### src/rtl/hdmi_mode_sequencer.sv
// ---------------------------------------------------------------------------
// hdmi_mode_sequencer
//
// Selects one of NUM_MODES parallel HDMI timing/symbol streams and forwards it
// to the TMDS serializer. A mode change is applied only at a frame boundary
// (cx==0 && cy==0) of the requested mode, so the sink never sees a torn frame.
// The link can optionally be muted for a few frames after a switch so the
// sink can relock cleanly.
//
// Optional feature macro: HDMI_MODE_SWITCH_MUTE_EN
//   defined     : MUTE state present; MUTE_FRAMES frames of BLANK symbols of
//                 the new mode follow every real mode change.
//   not defined : MUTE state absent and MUTE_FRAMES ignored; the switch goes
//                 live immediately at the target frame start.
//
// Parameters
//   NUM_MODES     number of parallel timing generators (>= 2)
//   NUM_CHANNELS  TMDS data channels per stream
//   MUTE_FRAMES   blank frames after a switch (0 = none)
//   MODE_BITS     width of mode_req / mode_active
//
// Ports (all on rising edge of clk_pixel, reset synchronous active-high)
//   clk_pixel    in   pixel clock
//   reset        in   synchronous reset
//   mode_req     in   requested mode index (>= NUM_MODES is ignored)
//   tmds_in      in   mode m, channel c at [(m*NUM_CHANNELS+c)*10 +: 10]
//   cx_in        in   mode m x position at [m*11 +: 11]
//   cy_in        in   mode m y position at [m*10 +: 10]
//   tmds_out     out  selected or blanked symbols (registered)
//   cx, cy       out  selected mode position (registered)
//   mode_active  out  mode currently driving tmds_out
//   switching    out  high while waiting for a frame start or muting
// ---------------------------------------------------------------------------
module hdmi_mode_sequencer #(
  parameter int NUM_MODES    = 2,
  parameter int NUM_CHANNELS = 3,
  parameter int MUTE_FRAMES  = 2,
  parameter int MODE_BITS    = $clog2(NUM_MODES)
) (
  input  logic                                clk_pixel,
  input  logic                                reset,
  input  logic [MODE_BITS-1:0]                mode_req,
  input  logic [NUM_MODES*NUM_CHANNELS*10-1:0] tmds_in,
  input  logic [NUM_MODES*11-1:0]             cx_in,
  input  logic [NUM_MODES*10-1:0]             cy_in,
  output logic [NUM_CHANNELS*10-1:0]          tmds_out,
  output logic [10:0]                         cx,
  output logic [9:0]                          cy,
  output logic [MODE_BITS-1:0]                mode_active,
  output logic                                switching
);

  localparam int SYM_W = NUM_CHANNELS * 10;

  // Control-period symbol with C0=C1=0, sent on every channel while blanked.
  localparam logic [9:0]       BLANK_SYM = 10'b1101010100;
  localparam logic [SYM_W-1:0] BLANK_BUS = {NUM_CHANNELS{BLANK_SYM}};

  // One extra bit so that the comparison also works when NUM_MODES is a power of two.
  localparam logic [MODE_BITS:0] MODE_LIMIT = (MODE_BITS + 1)'(NUM_MODES);

`ifdef HDMI_MODE_SWITCH_MUTE_EN
  localparam int              MC_W      = (MUTE_FRAMES > 0) ? $clog2(MUTE_FRAMES + 1) : 1;
  localparam logic [MC_W-1:0] MUTE_LAST = MC_W'((MUTE_FRAMES > 0) ? (MUTE_FRAMES - 1) : 0);
  localparam logic [MC_W-1:0] MUTE_FULL = MC_W'(MUTE_FRAMES);
  localparam bit              MUTE_ON   = (MUTE_FRAMES > 0);
`endif

  typedef enum logic [1:0] {
    ACTIVE   = 2'd0,
`ifdef HDMI_MODE_SWITCH_MUTE_EN
    MUTE     = 2'd2,
`endif
    WAIT_SOF = 2'd1
  } state_t;

  state_t               state_r;
  logic [MODE_BITS-1:0] target_r;
  // Set when the link is showing BLANK instead of mode_active's live symbols
  // (after reset, or after a mute was abandoned for a new target).
  logic                 blank_hold_r;
`ifdef HDMI_MODE_SWITCH_MUTE_EN
  logic [MC_W-1:0]      mute_cnt_r;
`endif

  logic [SYM_W-1:0]     active_tmds_s;
  logic [10:0]          active_cx_s;
  logic [9:0]           active_cy_s;
  logic [SYM_W-1:0]     target_tmds_s;
  logic [10:0]          target_cx_s;
  logic [9:0]           target_cy_s;
  logic                 sof_target_s;
  logic                 sof_active_s;
  logic                 req_valid_s;

  // Stream selection and frame-start detection for the active and target modes.
  always_comb begin
    active_tmds_s = '0;
    active_cx_s   = 11'd0;
    active_cy_s   = 10'd0;
    target_tmds_s = '0;
    target_cx_s   = 11'd0;
    target_cy_s   = 10'd0;
    sof_target_s  = 1'b0;
    sof_active_s  = 1'b0;
    for (int m = 0; m < NUM_MODES; m++) begin
      active_tmds_s = (mode_active == MODE_BITS'(m)) ? tmds_in[m*SYM_W +: SYM_W] : active_tmds_s;
      active_cx_s   = (mode_active == MODE_BITS'(m)) ? cx_in[m*11 +: 11]        : active_cx_s;
      active_cy_s   = (mode_active == MODE_BITS'(m)) ? cy_in[m*10 +: 10]        : active_cy_s;
      target_tmds_s = (target_r == MODE_BITS'(m))    ? tmds_in[m*SYM_W +: SYM_W] : target_tmds_s;
      target_cx_s   = (target_r == MODE_BITS'(m))    ? cx_in[m*11 +: 11]        : target_cx_s;
      target_cy_s   = (target_r == MODE_BITS'(m))    ? cy_in[m*10 +: 10]        : target_cy_s;
      sof_active_s  = (mode_active == MODE_BITS'(m)) ?
                      ((cx_in[m*11 +: 11] == 11'd0) && (cy_in[m*10 +: 10] == 10'd0)) : sof_active_s;
      sof_target_s  = (target_r == MODE_BITS'(m)) ?
                      ((cx_in[m*11 +: 11] == 11'd0) && (cy_in[m*10 +: 10] == 10'd0)) : sof_target_s;
    end
    req_valid_s = ({1'b0, mode_req} < MODE_LIMIT);
  end

  // Mode-switch FSM with registered stream outputs.
  always_ff @(posedge clk_pixel) begin
    if (reset) begin
      state_r      <= WAIT_SOF;
      target_r     <= '0;
      mode_active  <= '0;
      blank_hold_r <= 1'b1;
`ifdef HDMI_MODE_SWITCH_MUTE_EN
      mute_cnt_r   <= '0;
`endif
      tmds_out     <= BLANK_BUS;
      cx           <= 11'd0;
      cy           <= 10'd0;
      switching    <= 1'b1;
    end else begin
      case (state_r)
        ACTIVE: begin
          tmds_out  <= active_tmds_s;
          cx        <= active_cx_s;
          cy        <= active_cy_s;
          switching <= 1'b0;
          if (req_valid_s && (mode_req != mode_active)) begin
            target_r     <= mode_req;
            blank_hold_r <= 1'b0;
            state_r      <= WAIT_SOF;
            switching    <= 1'b1;
          end else begin
            state_r <= ACTIVE;
          end
        end

        WAIT_SOF: begin
          // Old mode keeps running until the target reaches its frame start.
          tmds_out  <= blank_hold_r ? BLANK_BUS : active_tmds_s;
          cx        <= active_cx_s;
          cy        <= active_cy_s;
          switching <= 1'b1;
          if (req_valid_s && (mode_req != target_r)) begin
            // A request change beats a coincident target SOF.
            target_r <= mode_req;
            if ((mode_req == mode_active) && !blank_hold_r) begin
              // Old mode is still live on the link: just cancel the switch.
              state_r   <= ACTIVE;
              switching <= 1'b0;
            end else begin
              state_r <= WAIT_SOF;
            end
          end else if (sof_target_s) begin
            // The SOF cycle itself already shows the target mode.
            mode_active  <= target_r;
            blank_hold_r <= 1'b0;
            cx           <= target_cx_s;
            cy           <= target_cy_s;
`ifdef HDMI_MODE_SWITCH_MUTE_EN
            // Re-entering the same timing after reset needs no relock time.
            if (MUTE_ON && (target_r != mode_active)) begin
              state_r    <= MUTE;
              mute_cnt_r <= '0;
              tmds_out   <= BLANK_BUS;
              switching  <= 1'b1;
            end else begin
              state_r   <= ACTIVE;
              tmds_out  <= target_tmds_s;
              switching <= 1'b0;
            end
`else
            state_r   <= ACTIVE;
            tmds_out  <= target_tmds_s;
            switching <= 1'b0;
`endif
          end else begin
            state_r <= WAIT_SOF;
          end
        end

`ifdef HDMI_MODE_SWITCH_MUTE_EN
        MUTE: begin
          tmds_out  <= BLANK_BUS;
          cx        <= active_cx_s;
          cy        <= active_cy_s;
          switching <= 1'b1;
          if (req_valid_s && (mode_req != mode_active)) begin
            // Link is already blank, so keep it blank while waiting again.
            target_r     <= mode_req;
            blank_hold_r <= 1'b1;
            mute_cnt_r   <= '0;
            state_r      <= WAIT_SOF;
          end else if (sof_active_s) begin
            if (mute_cnt_r >= MUTE_LAST) begin
              // Last muted frame is over: this SOF cycle goes live.
              mute_cnt_r <= MUTE_FULL;
              state_r    <= ACTIVE;
              tmds_out   <= active_tmds_s;
              switching  <= 1'b0;
            end else begin
              mute_cnt_r <= mute_cnt_r + MC_W'(1);
              state_r    <= MUTE;
            end
          end else begin
            state_r <= MUTE;
          end
        end
`endif

        default: begin
          // Unreachable encoding: recover to the reset behaviour.
          state_r      <= WAIT_SOF;
          target_r     <= '0;
          mode_active  <= '0;
          blank_hold_r <= 1'b1;
`ifdef HDMI_MODE_SWITCH_MUTE_EN
          mute_cnt_r   <= '0;
`endif
          tmds_out     <= BLANK_BUS;
          cx           <= 11'd0;
          cy           <= 10'd0;
          switching    <= 1'b1;
        end
      endcase
    end
  end

endmodule
### config.mk
export PLATFORM = sky130hd
export DESIGN_NAME = hdmi_mode_sequencer
export DESIGN_NICKNAME = d
export VERILOG_FILES = /design/src/rtl/hdmi_mode_sequencer.sv
export SDC_FILE = /design/constraint.sdc
export NUM_CORES = 1
export LEC_CHECK = 0
export ABC_AREA = 1
export ABC_CLOCK_PERIOD_IN_PS = 3200
export CORE_ASPECT_RATIO = 1.75
export CORE_UTILIZATION = 44
export CTS_CLUSTER_SIZE = 16
export DETAILED_ROUTE_END_ITERATION = 6
export PLACE_DENSITY = 0.88
export SETUP_SLACK_MARGIN = 0.05
export SLEW_MARGIN = 0
export SYNTH_ARGS = -nofsm -noshare
export SYNTH_HDL_FRONTEND = slang
export SYNTH_SLANG_ARGS = --single-unit
### constraint.sdc
create_clock -name clk_pixel -period 3.2 [get_ports clk_pixel]
set_input_delay 0.64 -clock clk_pixel [delete_from_list [all_inputs] [get_ports clk_pixel]]
set_output_delay 0.64 -clock clk_pixel [all_outputs]
set_load 0.01 [all_outputs]
==> impl_metrics.json <==
{
  "syn_avg_cell_area_um2": 6.41,
  "die_footprint_um2": 7470,
  "grt_setup_unrepaired": "no",
  "powerDensity_nw_per_um2": 363,
  "crit_path_end": "switching",
  "tritoncts_buffer_count": 5,
  "drc_errors": 0,
  "clk_root_buffer_cell": "clkbuf_16",
  "setup_viol_count_final": 0,
  "rr_endpoint": "blank_hold_r$_SDFFE_PP1P_",
  "status": "finished clean",
  "first_pass_grt_wire_length_um": 15900,
  "leading_cell_types_by_total_area_after_synthesis": "dfxtp_1 (35%), nand2_1 (20%), nand3_1 (12%)",
  "vias": 3758,
  "postCtsResizedCells": 0,
  "cts_tree": "done",
  "global_route.usage.total": 0.274,
  "synth.yosys.seq_area_share": 0.352,
  "synth.most_common_cell": "nand2_1",
  "gpl.final_weighted_congestion": 0.825,
  "number_of_buffers_on_the_longest_clock_path": 2,
  "crit_required_ns": 2.56,
  "starting_density_of_the_core": 0.456,
  "worst_ir_drop_vdd_uv": 258,
  "fin_setup_tns_ns": 0,
  "yosys_register_bits": 55,
  "slew_headroom": 0.626,
  "post_drt_via_cell_ratio": 5.29,
  "holdBufCountCts": 0,
  "synth.yosys.warnings": 0,
  "synthesis.nets": 593,
  "power.leakage_uw": 0.00221,
  "critical_path.startpoint": "switching$_SDFF_PP1_",
  "report.final.hold_viol_count": 0,
  "die_width_um": 65.8,
  "antenna_violations_before_repair": 0,
  "ys_dominant_reg_cell": "dfxtp_1",
  "netlist_instances": 488,
  "startpoint_type_of_the_worst_setup_path": "register",
  "clk-insertion-delay-late_ns": 0.29,
  "synth.cells.most_frequent": "nand2_1 (164), nand3_1 (72), dfxtp_1 (55)",
  "tritoncts_num_sinks": 55,
  "final_layout_size_suffix_gt1_frac": 0.0335,
  "crit-reg2reg-launch": "mode_active$_SDFFE_PP0P_",
  "drt_first_iter_violations": 294,
  "timing.critical_path.arrival_ns": 1.62,
  "drv_slew": 0,
  "maxCapViolCount": 0,
  "synth.cell_area_um2": 3130,
  "final.setup.worst_slack_ns": 0.941,
  "antennaDiodeCount": 0,
  "grt_start_max_net_pins": 53,
  "final_worst_path_period_need_ns": 2.26,
  "dp_hpwl_um": 7270,
  "rows": 40,
  "die_height_um": 114,
  "critical_path.max_fanout": 39,
  "rr_worst_depth": 7,
  "dpl_worst_slack_ns": 0.677,
  "post-synth-top-area-fraction": 0.352,
  "clock_pin_slew_reported_for_the_worst_setup_and_hold_paths_after_clock_tree_synthesis_ns": 0.07,
  "drtAntennaViolNets": 0,
  "synthArstFlopShare": 0,
  "core_um2": 6860,
  "final_cycle_share": 0.706,
  "worstSetupPathType": "register to output pin",
  "io_pins": 158,
  "synth-edff-count": 0,
  "achievable-frequency_ghz": 0.443,
  "global_route.overflow_total": 0,
  "synthDominantAreaCellType": "dfxtp_1",
  "area_growth_syn_to_layout_pct": 55.3,
  "drt-total-wl_um": 9960,
  "hold_path_class": "register to register",
  "grt_pass1_vias": 3554,
  "fin_nets": 730,
  "yosysUniqueCellTypes": 20,
  "routed_length_per_instance_um": 14.0,
  "ctsHtreeMaxLevel": 2,
  "drtPass1Iterations": 5,
  "crit_path_end_kind": "output pin",
  "ff2ff_setup_slack_ns": 1.34,
  "tightestPinTransition_ns": 0.561,
  "place.port_buffers": 157,
  "cts_setup_buffers": 0,
  "timing.clock.skew_ns": 0.00591
}
-- metrics by stage --
| step | cell area [um^2] | instances | hold WS, ns | total power, uW | utilization |
|---|---|---|---|---|---|
| global route | 4860 | 710 | 0.505 | 1830 | 0.709 |
| detailed placement | 4690 | 702 | 0.485 | 1140 | 0.684 |
| global placement | 4690 | 702 | 0.479 | 1130 | 0.684 |
| CTS | 4860 | 710 | 0.495 | 1770 | 0.709 |
| floorplan | 3130 | 488 | 0.457 | 901 | - |
| finish | 4860 | 710 | 0.494 | 1760 | 0.709 |
-- kinds of logic (layout without fill, tap and decap cells) --
| kind of cell | after synthesis | count (layout) | synth area share |
|---|---|---|---|
| AO/OA/AOI/OAI | 39 | 39 | 0.0636 |
| XOR/XNOR | 1 | 1 | 0.00280 |
| buffers and inverters | 81 | 219 | 0.110 |
| flip-flops | 55 | 55 | 0.352 |
| multiplexers | 30 | 30 | 0.0960 |
| AND/OR/NAND/NOR | 282 | 282 | 0.376 |
-- metal layers --
| layer | up-vias | global-route usage | wire length [um] |
|---|---|---|---|
| met5 | - | 0 | 0 |
| met4 | 0 | 0.165 | 589 |
| met3 | 47 | 0.0450 | 551 |
| met2 | 179 | 0.503 | 5370 |
| met1 | 1722 | 0.275 | 3440 |
| li1 | 1810 | - | - |
-- critical path, cell delays in order, from the launching register on --
cell and delay (ns):
dfxtp_1 0.31, buf_4 0.37, clkdlybuf4s50_1 0.64
-- state kept, by name, summed over array words and instances (netlist names) --
register and cells:
tmds_out 30, cx 11, cy 10, blank_hold_r 1
mode_active 1, switching 1, target_r 1
-- placed cells by master, fill, tap and decap left out --
| cell | instances |
|---|---|
| nand3_1 | 72 |
| nand3_2 | 1 |
| o311ai_0 | 1 |
| inv_1 | 46 |
| xor2_1 | 1 |
| a21oi_1 | 2 |
| nand3b_2 | 1 |
| bufinv_16 | 1 |
| o21ai_0 | 36 |
| clkinv_2 | 1 |
| clkdlybuf4s50_1 | 157 |
| clkinv_1 | 1 |
| inv_2 | 2 |
| nand2_1 | 164 |
| nor2_1 | 42 |
| buf_4 | 5 |
| mux2i_1 | 30 |
| dfxtp_1 | 53 |
| nand2_4 | 2 |
| clkbuf_8 | 1 |
| clkbuf_16 | 5 |
| dfxtp_2 | 2 |
-- power by group --
part	internal, uW	switching (uW)	leakage (uW)
logic	224	170	0.00166
clock network	390	246	0.0000868
registers	720	12.6	0.000455
-- final cells by class --
class / count / area, um^2
clock inverter: 2 / 35.0
fill: 540 / 2000
inverter: 49 / 184
timing repair buffer: 162 / 1610
tap: 84 / 105
sequential: 55 / 1100
multi-input combinational: 352 / 1690
clock buffer: 6 / 139
-- worst min path at each step --
stage	startpoint	end	slack, ns	cells past startpoint
after floorplan	blank_hold_r$_SDFFE_PP1P_	blank_hold_r$_SDFFE_PP1P_	0.46	2
after global placement	blank_hold_r$_SDFFE_PP1P_	blank_hold_r$_SDFFE_PP1P_	0.48	2
after CTS	blank_hold_r$_SDFFE_PP1P_	blank_hold_r$_SDFFE_PP1P_	0.49	2
final	blank_hold_r$_SDFFE_PP1P_	blank_hold_r$_SDFFE_PP1P_	0.49	2
after global routing	blank_hold_r$_SDFFE_PP1P_	blank_hold_r$_SDFFE_PP1P_	0.50	2
after detailed placement	blank_hold_r$_SDFFE_PP1P_	blank_hold_r$_SDFFE_PP1P_	0.49	2
Note: power is estimated with default switching activity, not from simulation.
